$ cat src/rtl/instr_fetch_unit.sv
// instr_fetch_unit: owns the PC and fetches 16-bit instructions from instruction memory.
// It presents each instruction to the control decoder and selects the next PC from the
// decoder's branch controls.
// Optional macro BRANCH_BUBBLE_EN: after every redirect, present one NOOP bubble at the target.
module instr_fetch_unit #(
   parameter int unsigned     PC_W     = 16,
   parameter logic [PC_W-1:0] RESET_PC = '0
) (
   input  logic            clk,
   input  logic            reset,
   output logic            imem_req,
   output logic [PC_W-1:0] imem_addr,
   input  logic            imem_valid,
   input  logic [15:0]     imem_rdata,
   input  logic            stall,
   input  logic            Branch,
   input  logic [1:0]      brSel,
   input  logic            brEx,
   input  logic [PC_W-1:0] bxTarget,
   output logic [PC_W-1:0] PC,
   output logic [15:0]     instr,
   output logic            instrValid,
   output logic [PC_W-1:0] linkAddr
);

   localparam int unsigned     INSTR_W   = 16;
   localparam logic [INSTR_W-1:0] NOOP   = 16'hBF00;
   localparam logic [PC_W-1:0] PC_ALIGN  = ~PC_W'(1);
   localparam logic [PC_W-1:0] RESET_VAL = RESET_PC & PC_ALIGN;

   // S_BUBBLE is reachable only when BRANCH_BUBBLE_EN is defined
   typedef enum logic [1:0] {
      S_FETCH  = 2'd0,
      S_WAIT   = 2'd1,
      S_ISSUE  = 2'd2,
      S_BUBBLE = 2'd3
   } state_t;

   state_t             r_state;
   logic [PC_W-1:0]    r_pc;
   logic [INSTR_W-1:0] r_instr;
   logic               r_req;
   logic               r_valid;

   state_t             w_state_nxt;
   logic [PC_W-1:0]    w_pc_nxt;
   logic [INSTR_W-1:0] w_instr_nxt;
   logic               w_req_nxt;
   logic               w_valid_nxt;

   logic [PC_W-1:0]    w_seq;
   logic [PC_W-1:0]    w_rel_base;
   logic [PC_W-1:0]    w_off_bl;
   logic [PC_W-1:0]    w_off_bcond;
   logic [PC_W-1:0]    w_off_b;
   logic [PC_W-1:0]    w_target;
`ifdef BRANCH_BUBBLE_EN
   logic               w_redirect;
`endif

   // Halfword-scaled, sign-extended branch offsets taken from the presented instruction
   assign w_seq       = r_pc + PC_W'(2);
   assign w_rel_base  = r_pc + PC_W'(4);
   assign w_off_bl    = {{(PC_W-7){r_instr[5]}},   r_instr[5:0],  1'b0};
   assign w_off_bcond = {{(PC_W-9){r_instr[7]}},   r_instr[7:0],  1'b0};
   assign w_off_b     = {{(PC_W-12){r_instr[10]}}, r_instr[10:0], 1'b0};

`ifdef BRANCH_BUBBLE_EN
   assign w_redirect = brEx | (Branch & (brSel != 2'b11));
`endif

   // Next-PC select: BX has priority, then the decoder's brSel when a branch is flagged
   always_comb begin
      w_target = w_seq;
      if (brEx) begin
         w_target = bxTarget & PC_ALIGN;
      end else if (Branch) begin
         case (brSel)
            2'b00:   w_target = w_rel_base + w_off_bl;
            2'b01:   w_target = w_rel_base + w_off_bcond;
            2'b10:   w_target = w_rel_base + w_off_b;
            default: w_target = w_seq;
         endcase
      end
   end

   // Fetch FSM next-state and next-output logic
   always_comb begin
      w_state_nxt = r_state;
      w_pc_nxt    = r_pc;
      w_instr_nxt = r_instr;
      w_req_nxt   = 1'b0;
      w_valid_nxt = 1'b0;
      case (r_state)
         S_FETCH: begin
            // r_req low only in the first cycle after reset: no request yet, responses ignored
            if (r_req) begin
               if (imem_valid) begin
                  w_instr_nxt = imem_rdata;
                  w_state_nxt = S_ISSUE;
               end else begin
                  w_state_nxt = S_WAIT;
               end
            end
         end
         S_WAIT: begin
            if (imem_valid) begin
               w_instr_nxt = imem_rdata;
               w_state_nxt = S_ISSUE;
            end
         end
         S_ISSUE: begin
            if (!stall) begin
               w_pc_nxt    = w_target;
               w_state_nxt = S_FETCH;
`ifdef BRANCH_BUBBLE_EN
               if (w_redirect) begin
                  w_instr_nxt = NOOP;
                  w_state_nxt = S_BUBBLE;
               end
`endif
            end
         end
         S_BUBBLE: begin
`ifdef BRANCH_BUBBLE_EN
            if (!stall) begin
               w_state_nxt = S_FETCH;
            end
`else
            w_state_nxt = S_FETCH;
`endif
         end
         default: w_state_nxt = S_FETCH;
      endcase
      w_req_nxt   = (w_state_nxt == S_FETCH);
      w_valid_nxt = (w_state_nxt == S_ISSUE) || (w_state_nxt == S_BUBBLE);
   end

   // State and registered outputs; reset abandons any outstanding request
   always_ff @(posedge clk) begin
      if (reset) begin
         r_state <= S_FETCH;
         r_pc    <= RESET_VAL;
         r_instr <= NOOP;
         r_req   <= 1'b0;
         r_valid <= 1'b0;
      end else begin
         r_state <= w_state_nxt;
         r_pc    <= w_pc_nxt;
         r_instr <= w_instr_nxt;
         r_req   <= w_req_nxt;
         r_valid <= w_valid_nxt;
      end
   end

   assign imem_req   = r_req;
   assign imem_addr  = r_pc;
   assign PC         = r_pc;
   assign instr      = r_instr;
   assign instrValid = r_valid;
   assign linkAddr   = w_seq;

endmodule

$ cat config.mk
export PLATFORM = sky130hd
export DESIGN_NAME = instr_fetch_unit
export DESIGN_NICKNAME = d
export VERILOG_FILES = /design/src/rtl/instr_fetch_unit.sv
export SDC_FILE = /design/constraint.sdc
export NUM_CORES = 1
export LEC_CHECK = 0
export BUFFER_PORTS_ARGS = -buffer_cell sky130_fd_sc_hd__buf_2
export CORE_MARGIN = 4
export CORE_UTILIZATION = 54
export CTS_CLUSTER_SIZE = 10
export DETAILED_ROUTE_END_ITERATION = 8
export GPL_TIMING_DRIVEN = 0
export PLACE_DENSITY_LB_ADDON = 0.1
export SLEW_MARGIN = 20
export SYNTH_ARGS = -nofsm -noshare
export SYNTH_HDL_FRONTEND = slang
export SYNTH_SLANG_ARGS = --single-unit
export TNS_END_PERCENT = 5
$ cat constraint.sdc
create_clock -name clk -period 7.15 [get_ports clk]
set_input_delay 1.0725 -clock clk [delete_from_list [all_inputs] [get_ports clk]]
set_output_delay 1.0725 -clock clk [all_outputs]
set_load 0.01 [all_outputs]
**After elaboration in Yosys (flattened, before gate mapping)**

Index checks and enable logic that the tools add are counted.

- Bits in registers: 36
- Latch bits: 0
- Memory bits (writable): 0
- Memory bits (read-only): 0
- Input port bits: 40
- Logic and storage cells: 37
- Memories: 0

- $add $sub $neg: 5
- $mul: 0
- Divide/modulo/power cells: 0
- $lt $le $gt $ge: 0
- Equality and inequality tests: 8
- Shift-type cells: 0
- Mux-type cells: 11
- Bitwise operators: 1
- Reduce and logical (&&, ||, !) cells: 7

Operators with widths:

| cell | count |
|---|---|
| 16-bit 2-to-1 mux | 4 |
| 16-bit adder | 3 |
| 16-bit one-hot mux with 3 select lines | 1 |
| 16-bit one-hot mux with 2 select lines | 1 |
| 16-bit by 2-bit adder with 16-bit output, second input constant | 1 |
| 16-bit by 3-bit adder with 16-bit output, second input constant | 1 |
| 2-bit equality test, second input constant | 5 |
| 2-bit 2-to-1 mux | 4 |
| 2-bit one-hot mux with 4 select lines | 1 |
| 2-bit logical NOT | 3 |
| 2-bit by 1-bit equality test with 1-bit output, second input constant | 2 |
| 2-bit AND reduction | 2 |
| 2-bit inequality test, second input constant | 1 |
| 2-bit nonzero test | 1 |
| 1-bit logical OR | 1 |
| 1-bit NOT | 1 |

**Logic depth before layout (Yosys ltp)**

- Word-level depth: 5
- Gate-level depth with buffers: 13
- Depth with buffers taken out: 13

**Least setup slack after synthesis**

No wires, ideal clock.

- Kind: in2reg
- From: in brSel[0]
- To: reg r_pc[14] (netlist: PC[14])
- Setup time: 0.088 ns
- Arrival time: 3.265 ns
- Path slack: 3.797 ns
- Cell stages on the path: 10
- Path buffers: 0
- Path through: inv_1 > ha_1 > a22o_1 > ha_1 > a21o_1 > or4_1 > o22ai_2 > nor2b_2 > mux2_4 > o32ai_2

- Cells in the longest elaborated chain, start to end: 4
- Elaborated cells between the ends (all ways): 6

Ends and longest elaborated chain:

| what | RTL line | RTL |
|---|---|---|
| start, declared | 17 | `input logic [1:0] brSel,` |
| 2-bit equality test (tied with other cells) | 78 | `case (brSel)` |
| 16-bit one-hot mux with 3 select lines * | 78 |  |
| 16-bit 2-to-1 mux * | 77 | `end else if (Branch) begin` |
| 16-bit 2-to-1 mux * | 75 | `if (brEx) begin` |
| end signal, assigned | 149 | `r_pc <= w_pc_nxt;` |
| end, declared | 40 | `logic [PC_W-1:0] r_pc;` |

Mark *: on every way between the ends. The rest lies on a longest branch, timed or not.
A chain may end at the register's enable or synchronous reset.

**Worst setup path after layout**

- From: in brSel[0]
- To: reg r_pc[13] (netlist: PC[13])

Same word-level chain as after synthesis.

==> qor.yml <==
outcome:
  outcome: "complete, no violations"
placement:
  globalplace.congestion: 0.951
  hpwl_um: 6740
  port_buffers: 100
  place_ws_ps: 3360
  dp.cells: 553
sta:
  fin_hold_ws_ps: 465
  drv_slew: 0
  fin_crit_sh_pct: 49.7
  rsz0062_at_grt: "false"
  min_period_ps: 3550
  worstMarginPinSlew_ps: 673
  setup_viol: 0
  layout_setup_ws_ps: 3600
  fin_tns_setup_ps: 0
  hold_viol: 0
  clock.fmax_mhz: 281
  worst_clock_skew_ps: 5.46
  relSlewSlack_pct: 54.9
clock_network:
  path_clk_slew_ps: 80
  cts-resized-gates: 0
  cts.sink_count: 34
  clock_latency_ps: 290
  htreeDepth: 2
  cts-root-buf: "clkbuf_8"
  cts.path.max_buffers: 2
  post_cts_buffers: 0
  cts_made_buffers: 5
  hold_buffers: 0
  cts_tree: "yes"
hold_path:
  worstHoldPathType: "reg -> reg"
  worstHoldEndpoint: "instr[14]"
  hp-start: "instr[14]"
  hold_depth: 2
global_routing:
  first_global_vias: 2895
  grt_usage_pct: 26.7
  grt_overflow: 0
  grt_pass1_wl_um: 13800
  antenna_found_initial: 0
  grt_max_degree: 11
synth:
  yosys.area.top_type: "dfxtp_1"
  synth_edf_count: 0
  yosysSeqAreaShare_pct: 23.6
  postSynthCellCount: 381
  synth_top_area_share_pct: 23.6
  avgSynthCellArea_um2: 7.57
  async_reset_ff_share_pct: 0
  yosysMostFrequentCell: "nand2_1"
  ys_warn_count: 0
  synth_area_leaders: "dfxtp_1 (24%), nand2_1 (8.5%), ha_1 (8.2%), a21oi_1 (5.6%), xnor2_1 (5.5%)"
  synth_cell_types: 65
  synth_seq_cells: 34
  synth_area_um2: 2890
  netlist_top_cells_count: "nand2_1 (65), dfxtp_1 (34), a21oi_1 (32)"
  synth_ff_type: "dfxtp_1"
floorplanning:
  num_io_pins: 106
  placementRows: 26
  start_util_pct: 56.1
  core_um2: 5140
  die_w_um: 81.1
  die_area_um2: 6580
  die_y_um: 81.1
pwr:
  power.density_nw_per_um2: 144
  vdd_drop_max_v: 0.000118
  p_leak_nw: 1.78
  power_uw: 515
critical_path:
  rr_worst_depth: 12
  arrival_ps: 3710
  cp_top_family: "compound AO/OA/AOI/OAI gates"
  cp-start-kind: "input port"
  r2r-start: "PC[3]"
  crit_top_cell: "a21oi_1"
  crit_path_max_fanout: 7
  crit_type: "in -> reg"
  required_ps: 7310
  worst-path-buf-inv: 2
  crit_chain: "buf_2 -> inv_1 -> ha_1 -> nor2b_1 -> a21oi_1 -> ha_1 -> a21oi_1 -> o21ai_0 -> nor2_1 -> a21oi_1 -> o31ai_1 -> a211oi_1"
  cpMaxStageDelayCell: "a21oi_1"
  end_kind: "flip-flop"
  worst_r2r_endpoint: "PC[13]"
  slowest_delay_ps: 490
  rrSetupSlack_ps: 3760
run:
  cap_violations: 0
layout:
  fin_cells: 561
  nets: 550
  antennaDiodeCount: 0
  num-fill-cells: 465
  areaGrowthSynthToFinish_pct: 23.8
  drive_gt1_share_pct: 29.9
routing:
  drt_first_iter_violations: 314
  viasPerCell: 5.66
  drtAntennaViolNets: 0
  drt_first_pass_iters: 6
  detail_route.wl_per_cell_um: 15.7
  vias: 3177
  routed_wl_um: 8800
  drc: 0
## worst reg2reg max path, stage by stage, from the launching register on
cell and delay (ps):
dfxtp_1 500, ha_1 320, nand3_1 170, nor3_1 460, and3_1 260, xor2_1 160, ha_1 320, a21oi_1 330
o21ai_0 160, nor2_1 120, a21oi_1 50, o31ai_1 300, a211oi_1 120
## cell families (layout without fill, tap and decap cells)
group                      after synthesis  count (layout)  synth area share, %
AOI/OAI and AO/OA                      105             105                 24.5
xor gates and xnor gates                33              33                 10.0
adders and majority gates               20              20                 8.93
buffers and inverters                   47             155                 8.89
DFF                                     34              34                 23.6
muxes                                    3               3                 1.26
other                                    1               3                0.130
and+or+nand+nor                        138             138                 22.7
## layer usage
| layer | track usage, % | share of wire (%) | vias to the layer above |
|---|---|---|---|
| li1 | - | - | 1563 |
| met5 | 0 | 0 | - |
| met4 | 7.09 | 1.8 | 0 |
| met2 | 44.1 | 46 | 163 |
| met1 | 34.8 | 43 | 1433 |
| met3 | 6.54 | 9.9 | 18 |
## state kept, by name (all words and copies together) (netlist names)
| signal | cells |
|---|---|
| r_state | 2 |
| PC | 15 |
| instr | 16 |
| imem_req | 1 |
## worst max-delay path by stage
| stage | start | slack, ps | endpoint | cells after the start |
|---|---|---|---|---|
| after global routing | brSel[0] | 3390 | PC[13] | 12 |
| final | brSel[0] | 3600 | PC[13] | 12 |
| after CTS | brSel[0] | 3650 | PC[14] | 11 |
| after floorplan | brSel[0] | 3800 | PC[14] | 10 |
| after detailed placement | brSel[0] | 3360 | PC[13] | 12 |
| after global placement | brSel[0] | 3370 | PC[14] | 11 |
## through the flow
step	util, %	instance area (µm²)
detailed placement	67.7	3480
finish	69.5	3570
floorplan	-	2890
global route	69.5	3570
CTS	69.5	3570
global placement	67.7	3480
## cells in the final DEF, fill, tap and decap left out, types with 14 or more instances in the layout
cell,Yosys,layout
clkbuf_1,13,14
buf_4,19,19
a21oi_1,32,32
xor2_1,15,15
dfxtp_1,34,34
o21ai_0,15,15
ha_1,19,19
nor2_1,17,17
buf_2,6,106
xnor2_1,18,18
nand3_1,17,17
nand2_1,65,65
## power by group
part | switching, mW | leakage, nW | internal, mW | total (mW)
logic | 0.0873 | 1.45 | 0.0625 | 0.150
registers | 0.0112 | 0.277 | 0.201 | 0.212
clock network | 0.0749 | 0.0482 | 0.0778 | 0.153
## area by class of cell
class / count / area [µm²] / area share, %
multi-input combinational: 302 / 1960 / 54.7
sequential: 34 / 681 / 19.1
timing repair buffer: 100 / 500 / 14.0
buffer: 40 / 230 / 6.44
tap: 70 / 87.6 / 2.45
clock buffer: 7 / 86.3 / 2.42
inverter: 7 / 26.3 / 0.736
clock inverter: 1 / 5.00 / 0.140
Note: power is estimated with default switching activity, not from simulation.
